--- config.mk ---
export PLATFORM = sky130hd
export DESIGN_NAME = mul_seq_flat
export DESIGN_NICKNAME = d
export VERILOG_FILES = /design/src/rtl/mul_seq_if.sv /design/src/rtl/mul_seq.sv /design/src/flat_wrapper.sv
export SDC_FILE = /design/constraint.sdc
export NUM_CORES = 1
export LEC_CHECK = 0
export BUFFER_PORTS_ARGS = -buffer_cell sky130_fd_sc_hd__buf_2
export CORE_ASPECT_RATIO = 0.75
export CORE_MARGIN = 3
export CORE_UTILIZATION = 59
export DETAILED_ROUTE_END_ITERATION = 10
export PLACE_DENSITY = 0.81
export SETUP_SLACK_MARGIN = 0.2
export SYNTH_ARGS = -nofsm -noshare
export SYNTH_HDL_FRONTEND = slang
export SYNTH_SLANG_ARGS = --single-unit
--- constraint.sdc ---
create_clock -name clk -period 6.05 [get_ports clk]
set_input_delay 0.605 -clock clk [delete_from_list [all_inputs] [get_ports clk]]
set_output_delay 0.605 -clock clk [all_outputs]
set_load 0.005 [all_outputs]
--- src/rtl/mul_seq_if.sv ---
`default_nettype none
// +--------------------------------------------------------------------+
// | mul_seq_if                                                         |
// | Request/response bundle for the digit-serial signed-magnitude      |
// | multiplier mul_seq. The master issues start with both operands;    |
// | the slave returns the product magnitude, sign, busy and stop.      |
// | Revision: 1.0                                                      |
// +--------------------------------------------------------------------+
interface mul_seq_if #(
  parameter int MAG_W = 30
);
  logic               start;
  logic [MAG_W:0]     in1;
  logic [MAG_W:0]     in2;
  logic [2*MAG_W-1:0] out;
  logic               sign;
  logic               busy;
  logic               stop;

  modport master (
    output start, in1, in2,
    input  out, sign, busy, stop
  );

  modport slave (
    input  start, in1, in2,
    output out, sign, busy, stop
  );
endinterface
`default_nettype wire

--- src/rtl/mul_seq.sv ---
`default_nettype none
// +--------------------------------------------------------------------+
// | mul_seq                                                            |
// | Sequential signed-magnitude multiplier. Retires DIGIT_W multiplier |
// | bits per clock, most significant digit first, accumulating into a  |
// | full-width 2*MAG_W product. Sign is the XOR of the operand signs,  |
// | so a zero product may carry a negative sign.                       |
// | Optional feature macro: MUL_ZERO_BYPASS_EN -- a zero operand skips |
// | the iterative phase and completes in one cycle.                    |
// | Revision: 1.0                                                      |
// +--------------------------------------------------------------------+
module mul_seq #(
  parameter int MAG_W   = 30,
  parameter int DIGIT_W = 3
) (
  input  wire logic   clk,
  input  wire logic   reset,
  mul_seq_if.slave    bus
);

  localparam int N      = MAG_W / DIGIT_W;
  localparam int CNT_W  = $clog2(N + 1);
  localparam int PROD_W = 2 * MAG_W;

  localparam logic [1:0] S_IDLE = 2'd0;
  localparam logic [1:0] S_RUN  = 2'd1;
  localparam logic [1:0] S_DONE = 2'd2;

  logic [1:0]        r_state;
  logic [CNT_W-1:0]  r_cnt;
  logic [MAG_W-1:0]  r_a;
  logic [MAG_W-1:0]  r_b;
  logic [PROD_W-1:0] r_out;
  logic              r_sign;

  logic              w_accept;
  logic              w_skip_run;
  logic [DIGIT_W-1:0] w_digit;
  logic [PROD_W-1:0] w_partial;
  logic [PROD_W-1:0] w_next_out;

  // A new request is only taken when no multiplication is iterating.
  assign w_accept = bus.start && (r_state != S_RUN);

`ifdef MUL_ZERO_BYPASS_EN
  // Either zero magnitude already fixes the product at zero.
  assign w_skip_run = (bus.in1[MAG_W-1:0] == '0) || (bus.in2[MAG_W-1:0] == '0);
`else
  assign w_skip_run = 1'b0;
`endif

  // The multiplier register is shifted left each step, so its top digit
  // is always the next one to retire (MSB digit first).
  assign w_digit    = r_b[MAG_W-1 -: DIGIT_W];
  assign w_partial  = PROD_W'(r_a) * PROD_W'(w_digit);
  assign w_next_out = (r_out << DIGIT_W) + w_partial;

  // Control, operand capture and Horner-style accumulation.
  always_ff @(posedge clk or posedge reset) begin
    if (reset) begin
      r_state <= S_IDLE;
      r_cnt   <= '0;
      r_a     <= '0;
      r_b     <= '0;
      r_out   <= '0;
      r_sign  <= 1'b0;
    end else if (w_accept) begin
      r_a     <= bus.in1[MAG_W-1:0];
      r_b     <= bus.in2[MAG_W-1:0];
      r_sign  <= bus.in1[MAG_W] ^ bus.in2[MAG_W];
      r_out   <= '0;
      r_cnt   <= '0;
      r_state <= w_skip_run ? S_DONE : S_RUN;
    end else begin
      case (r_state)
        S_RUN: begin
          r_out <= w_next_out;
          r_b   <= r_b << DIGIT_W;
          if (r_cnt == CNT_W'(N - 1)) begin
            r_state <= S_DONE;
          end else begin
            r_cnt <= r_cnt + CNT_W'(1);
          end
        end
        S_DONE:  r_state <= S_IDLE;
        default: r_state <= S_IDLE;
      endcase
    end
  end

  assign bus.out  = r_out;
  assign bus.sign = r_sign;
  assign bus.busy = (r_state == S_RUN);
  assign bus.stop = (r_state == S_DONE);

endmodule
`default_nettype wire

--- src/flat_wrapper.sv ---
// flat-port wrapper written by rule: the top's interface ports become plain ports
module mul_seq_flat 
#(
  parameter int MAG_W   = 30,
  parameter int DIGIT_W = 3
)
  (clk, reset, bus_start, bus_in1, bus_in2, bus_out, bus_sign, bus_busy, bus_stop);
  mul_seq_if #(.MAG_W(MAG_W)) bus_i ();
  input  wire logic clk;
  input  wire logic reset;
  input wire logic [$bits(bus_i.start)-1:0] bus_start;
  input wire logic [$bits(bus_i.in1)-1:0] bus_in1;
  input wire logic [$bits(bus_i.in2)-1:0] bus_in2;
  output wire logic [$bits(bus_i.out)-1:0] bus_out;
  output wire logic [$bits(bus_i.sign)-1:0] bus_sign;
  output wire logic [$bits(bus_i.busy)-1:0] bus_busy;
  output wire logic [$bits(bus_i.stop)-1:0] bus_stop;
  assign bus_i.start = bus_start;
  assign bus_i.in1 = bus_in1;
  assign bus_i.in2 = bus_in2;
  assign bus_out = bus_i.out;
  assign bus_sign = bus_i.sign;
  assign bus_busy = bus_i.busy;
  assign bus_stop = bus_i.stop;
  mul_seq #(.MAG_W(MAG_W), .DIGIT_W(DIGIT_W)) u_core (.clk(clk), .reset(reset), .bus(bus_i));
endmodule
==> results.toml <==
[layout]
finalNetCount = 1325
syn_to_final_growth_pct = 13.3
fillerInstances = 1206
drive_above_1_share_pct = 17.6

[route]
m1WireLength_um = 10800
wl_per_cell_um = 16.8
routed_wl_um = 23300
via_count = 7781
first_pass_iters = 6
ant_nets = 0
top_layer = "met4"
wl_met3_um = 1540
dr_wl_met2_um = 10500
viasPerCell = 5.61
drt_iter0_markers = 566
drc = 0

[cts]
cts_buffer_depth = 2
cts_made_buffers = 17
cts-root-buf = "clkbuf_16"
cts_resized = 0
clock_latency_ps = 430
cts_sinks = 127
htreeDepth = 4
clk_pin_slew_ps = 70
post_cts_buffers = 0
cts_tree = "built"
hold_buffers = 0

[grt]
antenna_found_initial = 0
grt_pass1_wl_um = 38200
grt_usage_pct = 26.4
overflow = 0
grt_pass1_vias = 7664
grt_max_degree = 106

[floorplan]
start_util_pct = 61.9
ios = 128
rows = 39
dieWidth_um = 154
core_area_um2 = 15700
die-area_um2 = 18000
die_h_um = 117

[yosys]
synth_area_leaders = "dfrtp_1 (33%), fa_1 (12%), inv_1 (6.0%)"
syn-mean-instance-area_um2 = 9.07
synthTopCellsByCount = "inv_1 (155), dfrtp_1 (127), nand2_1 (89), and2_1 (86), o21ai_0 (83)"
yosysTopAreaCell = "dfrtp_1"
yosysWarnings = 0
synth_edf_count = 0
seq_area_frac_synth_pct = 32.8
synth_flop_cell = "dfrtp_1"
yosysMostFrequentCell = "inv_1"
syn_inst = 1069
synth-async-reset-ratio_pct = 100
synth_top_area_share_pct = 32.8
netlist_area_um2 = 9690
ys_seq_elements = 127
synthesis.nets = 1227
synth_cell_types = 60

[sta]
finalCriticalPeriod_ps = 5230
grt_setup_unrepaired = "no"
fmax_mhz = 191
hold_viol_final = 0
tns_ps = 0
period_share_pct = 86.5
skew_ps = 8.50
finalSetupViolCount = 0
tightest_slew_ps = 1130
slew_headroom_pct = 24.8
slew_viol_final = 0

[critical_path]
cpPeakStageDelay_ps = 650
reg2reg_depth = 14
critPathMaxFanout = 20
end_kind = "flop"
path_buf_inv = 2
critPathLaunchType = "flop"
cp.depth = 14
crit_path_cell_trace = "buf_4 > and2_1 > fa_1 > inv_1 > fa_1 > fa_1 > nand2b_1 > a21oi_4 > a41oi_2 > o41a_1 > a2111o_1 > a2111oi_1 > xnor2_1 > o21ai_1"
cp.required_ps = 6320
cpMostUsedCell = "fa_1"
cp_data_arrival_time_ps = 5500
crit_family = "compound AO/OA/AOI/OAI gates"
worst_path_max_delay_cell = "a2111o_1"
path_class = "reg2reg"

[run]
maxCapViolCount = 0

[hold_path]
whs_path_depth = 2
hold_path.class = "in2reg"

[run_status]
status = "finished clean"

[place]
port_buffers = 127
hpwl_um = 16500
gp_congestion = 0.932
-- placed cells by master (no fill, tap or decap), drive strengths merged, types with 3 or more instances in the layout --
cell / instances
inv: 163
buf: 136
dfrtp: 127
o21ai: 94
nand2: 89
and2: 86
nand3: 67
fa: 58
a21oi: 43
xnor2: 41
ha: 35
nor2: 32
mux2i: 31
mux2: 30
a211oi: 17
clkbuf: 17
a21o: 15
o31ai: 13
xor2: 10
and3: 9
a2111oi: 8
nor2b: 6
nand4: 5
o21bai: 4
o21a: 4
nor3: 4
bufinv: 4
a311oi: 3
nand2b: 3
-- flip-flops by register name (all words and copies together), names as in the netlist --
signal,count
u_core.bus.out,60
u_core.r_a,30
u_core.r_b,30
u_core.r_cnt,4
u_core.r_state,2
u_core.bus.sign,1
-- cell type report --
| cell class | count | area, µm² | area share (%) |
|---|---|---|---|
| Clock inverter | 15 | 220 | 2.01 |
| Clock buffer | 17 | 425 | 3.87 |
| Sequential cell | 127 | 3180 | 28.9 |
| Multi-Input combinational cell | 730 | 5610 | 51.1 |
| Antenna cell | 1 | 2.50 | 0.0228 |
| Timing Repair Buffer | 136 | 703 | 6.40 |
| Tap cell | 205 | 256 | 2.34 |
| Inverter | 155 | 584 | 5.32 |
-- stage by stage --
stage | hold slack, ps | cell area, µm² | worst slack (ps) | std cells | utilization (%)
final | 403 | 11000 | 817 | 1386 | 70.1
after global routing | 405 | 11000 | 622 | 1385 | 70.1
after CTS | 395 | 11000 | 894 | 1385 | 70.1
after detailed placement | 469 | 10300 | 920 | 1353 | 66.0
after global placement | 461 | 10300 | 1050 | 1353 | 66.0
after floorplan | 449 | 9690 | 1500 | 1069 | -
-- cell families after synthesis --
logic type,share of synthesized area [%]
AND/OR/NAND/NOR,16.1
AO/OA/AOI/OAI,13.9
buffers and inverters,9.39
flip-flops,32.8
adder cells (fa/ha/maj),16.5
multiplexers,6.69
XOR/XNOR,4.61
-- layer usage --
layer | vias to the layer above | track usage, %
met5 | - | 0
met4 | 0 | 8.47
met3 | 46 | 5.44
met2 | 277 | 42.0
met1 | 3736 | 37.0
li1 | 3722 | -
-- worst register-to-register path: stages (launching register included) --
cell and delay, ps:
dfrtp_1 490, buf_4 270, and2_1 200, fa_1 500, inv_1 50, fa_1 500, fa_1 470, nand2b_1 220
a21oi_4 180, a41oi_2 230, o41a_1 490, a2111o_1 650, a2111oi_1 560, xnor2_1 180, o21ai_1 70
-- path summary, 6_finish.rpt --
path | from | to | slack, ps
max | u_core.r_b[28]$_DFFE_PP0P_ | u_core.bus.out[57]$_DFFE_PP0P_ | 820
min | bus_in1[23] | u_core.r_a[23]$_DFFE_PP0P_ | 400
max reg2reg | u_core.r_b[28]$_DFFE_PP0P_ | u_core.bus.out[57]$_DFFE_PP0P_ | 820
min reg2reg | u_core.r_b[19]$_DFFE_PP0P_ | u_core.r_b[22]$_DFFE_PP0P_ | 490
max in group asynchronous | reset | u_core.bus.out[3]$_DFFE_PP0P_ | 4450
min in group asynchronous | reset | u_core.bus.out[36]$_DFFE_PP0P_ | 420
Power is not shown: default switching activity piles up to over one toggle a cycle in this logic, so the estimate is an artifact.
